$ cat src/rtl/obstacle_scheduler.sv
// Obstacle spawn scheduler: counts frames between spawns, picks lane/kind from
// the random word, claims the lowest free slot and hands a valid/ready request
// to the obstacle engine. Also owns level and spawn-gap progression.
module obstacle_scheduler #(
  parameter int unsigned N_SLOTS     = 8,
  parameter int unsigned GAP_INIT    = 60,
  parameter int unsigned GAP_MIN     = 20,
  parameter int unsigned GAP_STEP    = 4,
  parameter int unsigned LEVEL_EVERY = 16,
  localparam int unsigned SLOT_W     = $clog2(N_SLOTS)
) (
  input  logic              clk,
  input  logic              rstn,
  input  logic              frame_tick,
  input  logic              run,
  input  logic [4:0]        rnd,
  input  logic [N_SLOTS-1:0] slot_free,
  output logic              spawn_valid,
  input  logic              spawn_ready,
  output logic [SLOT_W-1:0] spawn_slot,
  output logic [1:0]        spawn_lane,
  output logic              spawn_kind,
  output logic [7:0]        gap_cur,
  output logic [3:0]        level,
  output logic [15:0]       spawn_count,
  output logic              drop
);

  localparam int unsigned GAP_W   = 8;
  localparam int unsigned LEVEL_W = 4;
  localparam int unsigned COUNT_W = 16;

  typedef enum logic [1:0] {S_IDLE, S_WAIT, S_PICK, S_ISSUE} state_t;

  state_t               state_q, state_d;
  logic [GAP_W-1:0]     cnt_q, cnt_d;
  logic [GAP_W-1:0]     gap_q, gap_d;
  logic [LEVEL_W-1:0]   level_q, level_d;
  logic [COUNT_W-1:0]   count_q, count_d;
  logic [SLOT_W-1:0]    slot_q, slot_d;
  logic [1:0]           lane_q, lane_d;
  logic                 kind_q, kind_d;
  logic                 valid_q, valid_d;
  logic                 drop_q, drop_d;

  logic [SLOT_W-1:0]    first_slot;
  logic                 found;
  logic [COUNT_W-1:0]   count_inc;
  logic                 level_up;
  logic [GAP_W-1:0]     gap_dec;
  logic                 unused_rnd;

  // rnd[3] plays no part in lane or kind selection
  assign unused_rnd = rnd[3];

  // Lowest-index free slot
  always_comb begin
    first_slot = '0;
    found      = 1'b0;
    for (int i = 0; i < int'(N_SLOTS); i++) begin
      if (slot_free[i] && !found) begin
        first_slot = SLOT_W'(i);
        found      = 1'b1;
      end
    end
  end

  // Difficulty step taken on an accepted spawn; gap clamps without underflow
  always_comb begin
    count_inc = count_q + 16'd1;
    level_up  = ((32'(count_inc) % LEVEL_EVERY) == 32'd0);
    if (32'(gap_q) < GAP_MIN + GAP_STEP) begin
      gap_dec = GAP_W'(GAP_MIN);
    end else begin
      gap_dec = gap_q - GAP_W'(GAP_STEP);
    end
  end

  // Next-state and next-output logic; run low overrides everything
  always_comb begin
    state_d = state_q;
    cnt_d   = cnt_q;
    gap_d   = gap_q;
    level_d = level_q;
    count_d = count_q;
    slot_d  = slot_q;
    lane_d  = lane_q;
    kind_d  = kind_q;
    drop_d  = 1'b0;
    if (!run) begin
      state_d = S_IDLE;
    end else begin
      case (state_q)
        S_IDLE: begin
          state_d = S_WAIT;
          level_d = '0;
          gap_d   = GAP_W'(GAP_INIT);
          count_d = '0;
          cnt_d   = GAP_W'(GAP_INIT);
        end
        S_WAIT: begin
          if (frame_tick) begin
            if (cnt_q <= 8'd1) begin
              state_d = S_PICK;
            end else begin
              cnt_d = cnt_q - 8'd1;
            end
          end
        end
        S_PICK: begin
          if (!found) begin
            drop_d  = 1'b1;
            cnt_d   = gap_q;
            state_d = S_WAIT;
          end else begin
            slot_d  = first_slot;
            lane_d  = rnd[1:0];
            kind_d  = rnd[4] & rnd[2];
            state_d = S_ISSUE;
          end
        end
        S_ISSUE: begin
          if (valid_q && spawn_ready) begin
            count_d = count_inc;
            if (level_up) begin
              if (level_q != 4'd15) begin
                level_d = level_q + 4'd1;
              end
              gap_d = gap_dec;
              cnt_d = gap_dec;
            end else begin
              cnt_d = gap_q;
            end
            state_d = S_WAIT;
          end
        end
        default: state_d = S_IDLE;
      endcase
    end
    valid_d = (state_d == S_ISSUE);
  end

  // State and output registers
  always_ff @(posedge clk or negedge rstn) begin
    if (!rstn) begin
      state_q <= S_IDLE;
      cnt_q   <= GAP_W'(GAP_INIT);
      gap_q   <= GAP_W'(GAP_INIT);
      level_q <= '0;
      count_q <= '0;
      slot_q  <= '0;
      lane_q  <= '0;
      kind_q  <= 1'b0;
      valid_q <= 1'b0;
      drop_q  <= 1'b0;
    end else begin
      state_q <= state_d;
      cnt_q   <= cnt_d;
      gap_q   <= gap_d;
      level_q <= level_d;
      count_q <= count_d;
      slot_q  <= slot_d;
      lane_q  <= lane_d;
      kind_q  <= kind_d;
      valid_q <= valid_d;
      drop_q  <= drop_d;
    end
  end

  assign spawn_valid = valid_q;
  assign spawn_slot  = slot_q;
  assign spawn_lane  = lane_q;
  assign spawn_kind  = kind_q;
  assign gap_cur     = gap_q;
  assign level       = level_q;
  assign spawn_count = count_q;
  assign drop        = drop_q;

endmodule

$ cat config.mk
export PLATFORM = sky130hd
export DESIGN_NAME = obstacle_scheduler
export DESIGN_NICKNAME = d
export VERILOG_FILES = /design/src/rtl/obstacle_scheduler.sv
export SDC_FILE = /design/constraint.sdc
export NUM_CORES = 1
export LEC_CHECK = 0
export ABC_AREA = 1
export ABC_CLOCK_PERIOD_IN_PS = 4500
export CELL_PAD_IN_SITES_DETAIL_PLACEMENT = 1
export CELL_PAD_IN_SITES_GLOBAL_PLACEMENT = 2
export CORE_MARGIN = 1.5
export CORE_UTILIZATION = 33
export CTS_BUF_LIST = sky130_fd_sc_hd__clkbuf_4
export DETAILED_ROUTE_END_ITERATION = 12
export PLACE_DENSITY_LB_ADDON = 0.1
export REMOVE_ABC_BUFFERS = 1
export SLEW_MARGIN = 20
export SYNTH_ARGS = -nofsm -noshare
export SYNTH_HDL_FRONTEND = slang
export SYNTH_SLANG_ARGS = --single-unit
$ cat constraint.sdc
create_clock -name clk -period 4.5 [get_ports clk]
set_clock_uncertainty 0.05 [all_clocks]
set_input_delay 0.45 -clock clk [delete_from_list [all_inputs] [get_ports clk]]
set_output_delay 0.45 -clock clk [all_outputs]
set_load 0.02 [all_outputs]
==> results.yml <==
cts:
  cts_buffer_depth: 2
  post_cts_buffers: 0
  cts_root_buf: "clkbuf_4"
  cts_tree: "done"
  cts_max_level: 2
  post_cts_resized: 0
  clk_latency_ps: 370
  numCtsBuffers: 5
  clk_pin_slew_ps: 150
  cts_sinks: 46
  hold_buffers: 0
setup_path:
  cpPeakStageDelay_ps: 630
  critPathMaxFanout: 6
  cp_slowest_cell: "dfstp_2"
  cp.arrival_ps: 1620
  critPathKind: "flop to primary output"
  path_cells: "clkdlybuf4s50_1"
  setup.worst_path.end_class: "primary output"
  crit_buf_inv: 1
  cp.required_ps: 4000
  cp-start-kind: "flop"
  cp_top_family: "flip-flops"
grt:
  grt_pass1_wl_um: 14500
  grt_pass1_vias: 2957
  antenna_found_initial: 0
  track_usage: 0.183
  grt_overflow_total: 0
  grt_max_degree: 47
placement:
  dp_slack_ps: 2170
  portBuffers: 52
  post-place-cells: 571
  dp_hpwl_um: 6420
  routabilityCongestion: 0.781
  place_area_um2: 3590
timing:
  layout_setup_ws_ps: 2380
  rsz0062_at_grt: "no"
  totalNegativeSetupSlack_ps: 0
  finalMaxSlewViolations: 0
  period_share: 0.471
  setup_violations: 0
  post-route-min-period_ps: 2120
  tightest_slew_ps: 627
  fmax_ghz: 0.472
  hold_violations: 0
  slew_headroom: 0.582
  holdWs_ps: 99.7
pwr:
  p_int_mw: 0.670
  vdd_drop_max_uv: 195
  switching_share: 0.336
  power_frac_clock: 0.262
  power_leakage_nw: 1.73
  p_switching_mw: 0.340
  p_seq_frac: 0.484
  power.total_mw: 1.01
  comb_power_share: 0.254
  power_density_nw_per_um2: 275
synthesis:
  ys_warn_count: 0
  ys_ff_latch: 46
  synth_cells: 415
  seq_area_frac_synth: 0.388
  ys_types: 40
  synth.avg_cell_area_um2: 7.20
  synth_area_um2: 2990
floorplanning:
  die-area_um2: 9640
  std_cell_rows: 34
  start_util: 0.341
  die_h_um: 98.2
  ios: 54
  die_w_um: 98.2
  core_um2: 8760
final_layout:
  mostFrequentLayoutCell: "nand2_1"
  nets: 494
  drive_gt1_frac: 0.104
  final_cells: 579
  final_cell_mix: "138 x nand2_1, 51 x clkdlybuf4s50_1, 48 x inv_1, 40 x nor2_1, 38 x dfrtp_1"
  syn2layout_area_growth_pct: 22.8
  diodes: 0
  fin_area_um2: 3670
  n_fill_cell: 1110
  final_util: 0.419
route:
  drtPass1Iterations: 4
  ant_nets: 0
  drt_first_iter_violations: 80
  drt_wl_total_um: 8330
  via_count: 2888
  drcViolationCount: 0
  drt-wirelength-per-cell_um: 14.4
  via_per_inst: 4.99
hold_path:
  hold_path_class: "primary input to asynchronous set/reset pin"
job:
  cap_violations: 0
outcome:
  status: "finished clean"
per-layer routing:
metal / GRT usage / share of wire / up-vias
met1: 0.251 / 0.50 / 1400
li1: - / - / 1442
met4: 0.0379 / 0.0084 / 0
met5: 0 / 0 / -
met2: 0.309 / 0.47 / 39
met3: 0.0236 / 0.026 / 7
sequential cells by signal, indices dropped and copies added (netlist names):
signal and cells:
cnt_q 8, drop 1, gap_cur 8, level 4
spawn_count 16, spawn_kind 1, spawn_lane 2, spawn_slot 3
spawn_valid 1, state_q 2
power groups by stage:
stage | logic [mW] | registers [mW] | clock network (mW)
2_1_floorplan | 0.148 | 0.505 | 0
3_3_place_gp | 0.253 | 0.497 | 0
3_5_place_dp | 0.259 | 0.497 | 0
4_1_cts | 0.261 | 0.490 | 0.277
5_1_grt | 0.293 | 0.496 | 0.288
6_report | 0.257 | 0.489 | 0.264
final timing paths:
path	startpoint	to	slack [ps]	cells after the start
max in group asynchronous	rstn	cnt_q[6]$_DFFE_PN0P_	3860	2
min in group clk	cnt_q[7]$_DFFE_PN0P_	cnt_q[7]$_DFFE_PN0P_	450	2
worst min register to register	cnt_q[7]$_DFFE_PN0P_	cnt_q[7]$_DFFE_PN0P_	450	2
worst min-delay path	rstn	spawn_count[12]$_DFFE_PN0P_	100	2
worst max-delay path	gap_cur[4]$_DFFE_PN1P_	gap_cur[4]	2380	1
worst max register to register	spawn_count[0]$_DFFE_PN0P_	cnt_q[3]$_DFFE_PN1P_	2400	11
synthesized netlist by cell type:
master	count	area, um^2
nand2_1	138	518
inv_1	48	180
nor2_1	40	150
dfrtp_1	38	951
nand3_1	34	170
o21ai_0	18	90.1
nand4_1	14	87.6
a21oi_1	11	55.1
dfstp_2	8	210
ha_1	6	75.1
nor3_1	6	30.0
inv_2	4	15.0
o22ai_1	4	25.0
xor2_1	4	35.0
nand3_2	3	30.0
nor2_2	3	18.8
nor2_4	3	33.8
o21ai_1	3	15.0
a21oi_2	2	17.5
buf_6	2	22.5
nand2_2	2	12.5
nand2_4	2	22.5
nand3_4	2	35.0
o21ai_2	2	17.5
o31ai_1	2	15.0
or2_2	2	12.5
a22o_2	1	10.0
buf_12	1	20.0
buf_2	1	5.00
buf_4	1	7.51
clkinv_1	1	3.75
inv_4	1	6.26
inv_6	1	8.76
nand2_8	1	20.0
nor2_8	1	20.0
nor3_2	1	10.0
o211ai_1	1	7.51
o21bai_1	1	7.51
o41ai_1	1	8.76
xnor2_1	1	8.76
area by class of cell:
type | instances | area [um^2] | area share
clock inverter | 3 | 40.0 | 0.0109
inverter | 55 | 214 | 0.0583
multi-input combinational | 309 | 1560 | 0.425
tap | 108 | 135 | 0.0368
timing repair buffer | 53 | 523 | 0.143
sequential | 46 | 1160 | 0.316
clock buffer | 5 | 37.5 | 0.0102
cell families after synthesis:
kind of cell / count (synthesis) / synth area share
compound gates: 46 / 0.0900
xor+xnor: 5 / 0.0146
fa+ha+maj: 6 / 0.0251
buf+inv: 60 / 0.0900
flops: 46 / 0.388
simple gates: 252 / 0.392
worst reg2reg max path: stages (launching register included):
cell	delay [ps]
dfrtp_1	530
ha_1	300
inv_1	80
nand2_1	80
nand3_1	110
nor2_1	350
nand2_1	100
nand2_1	140
nand2_1	80
nand2_1	110
nand2_1	60
nand2_1	60
Note: power is estimated with default switching activity, not from simulation.
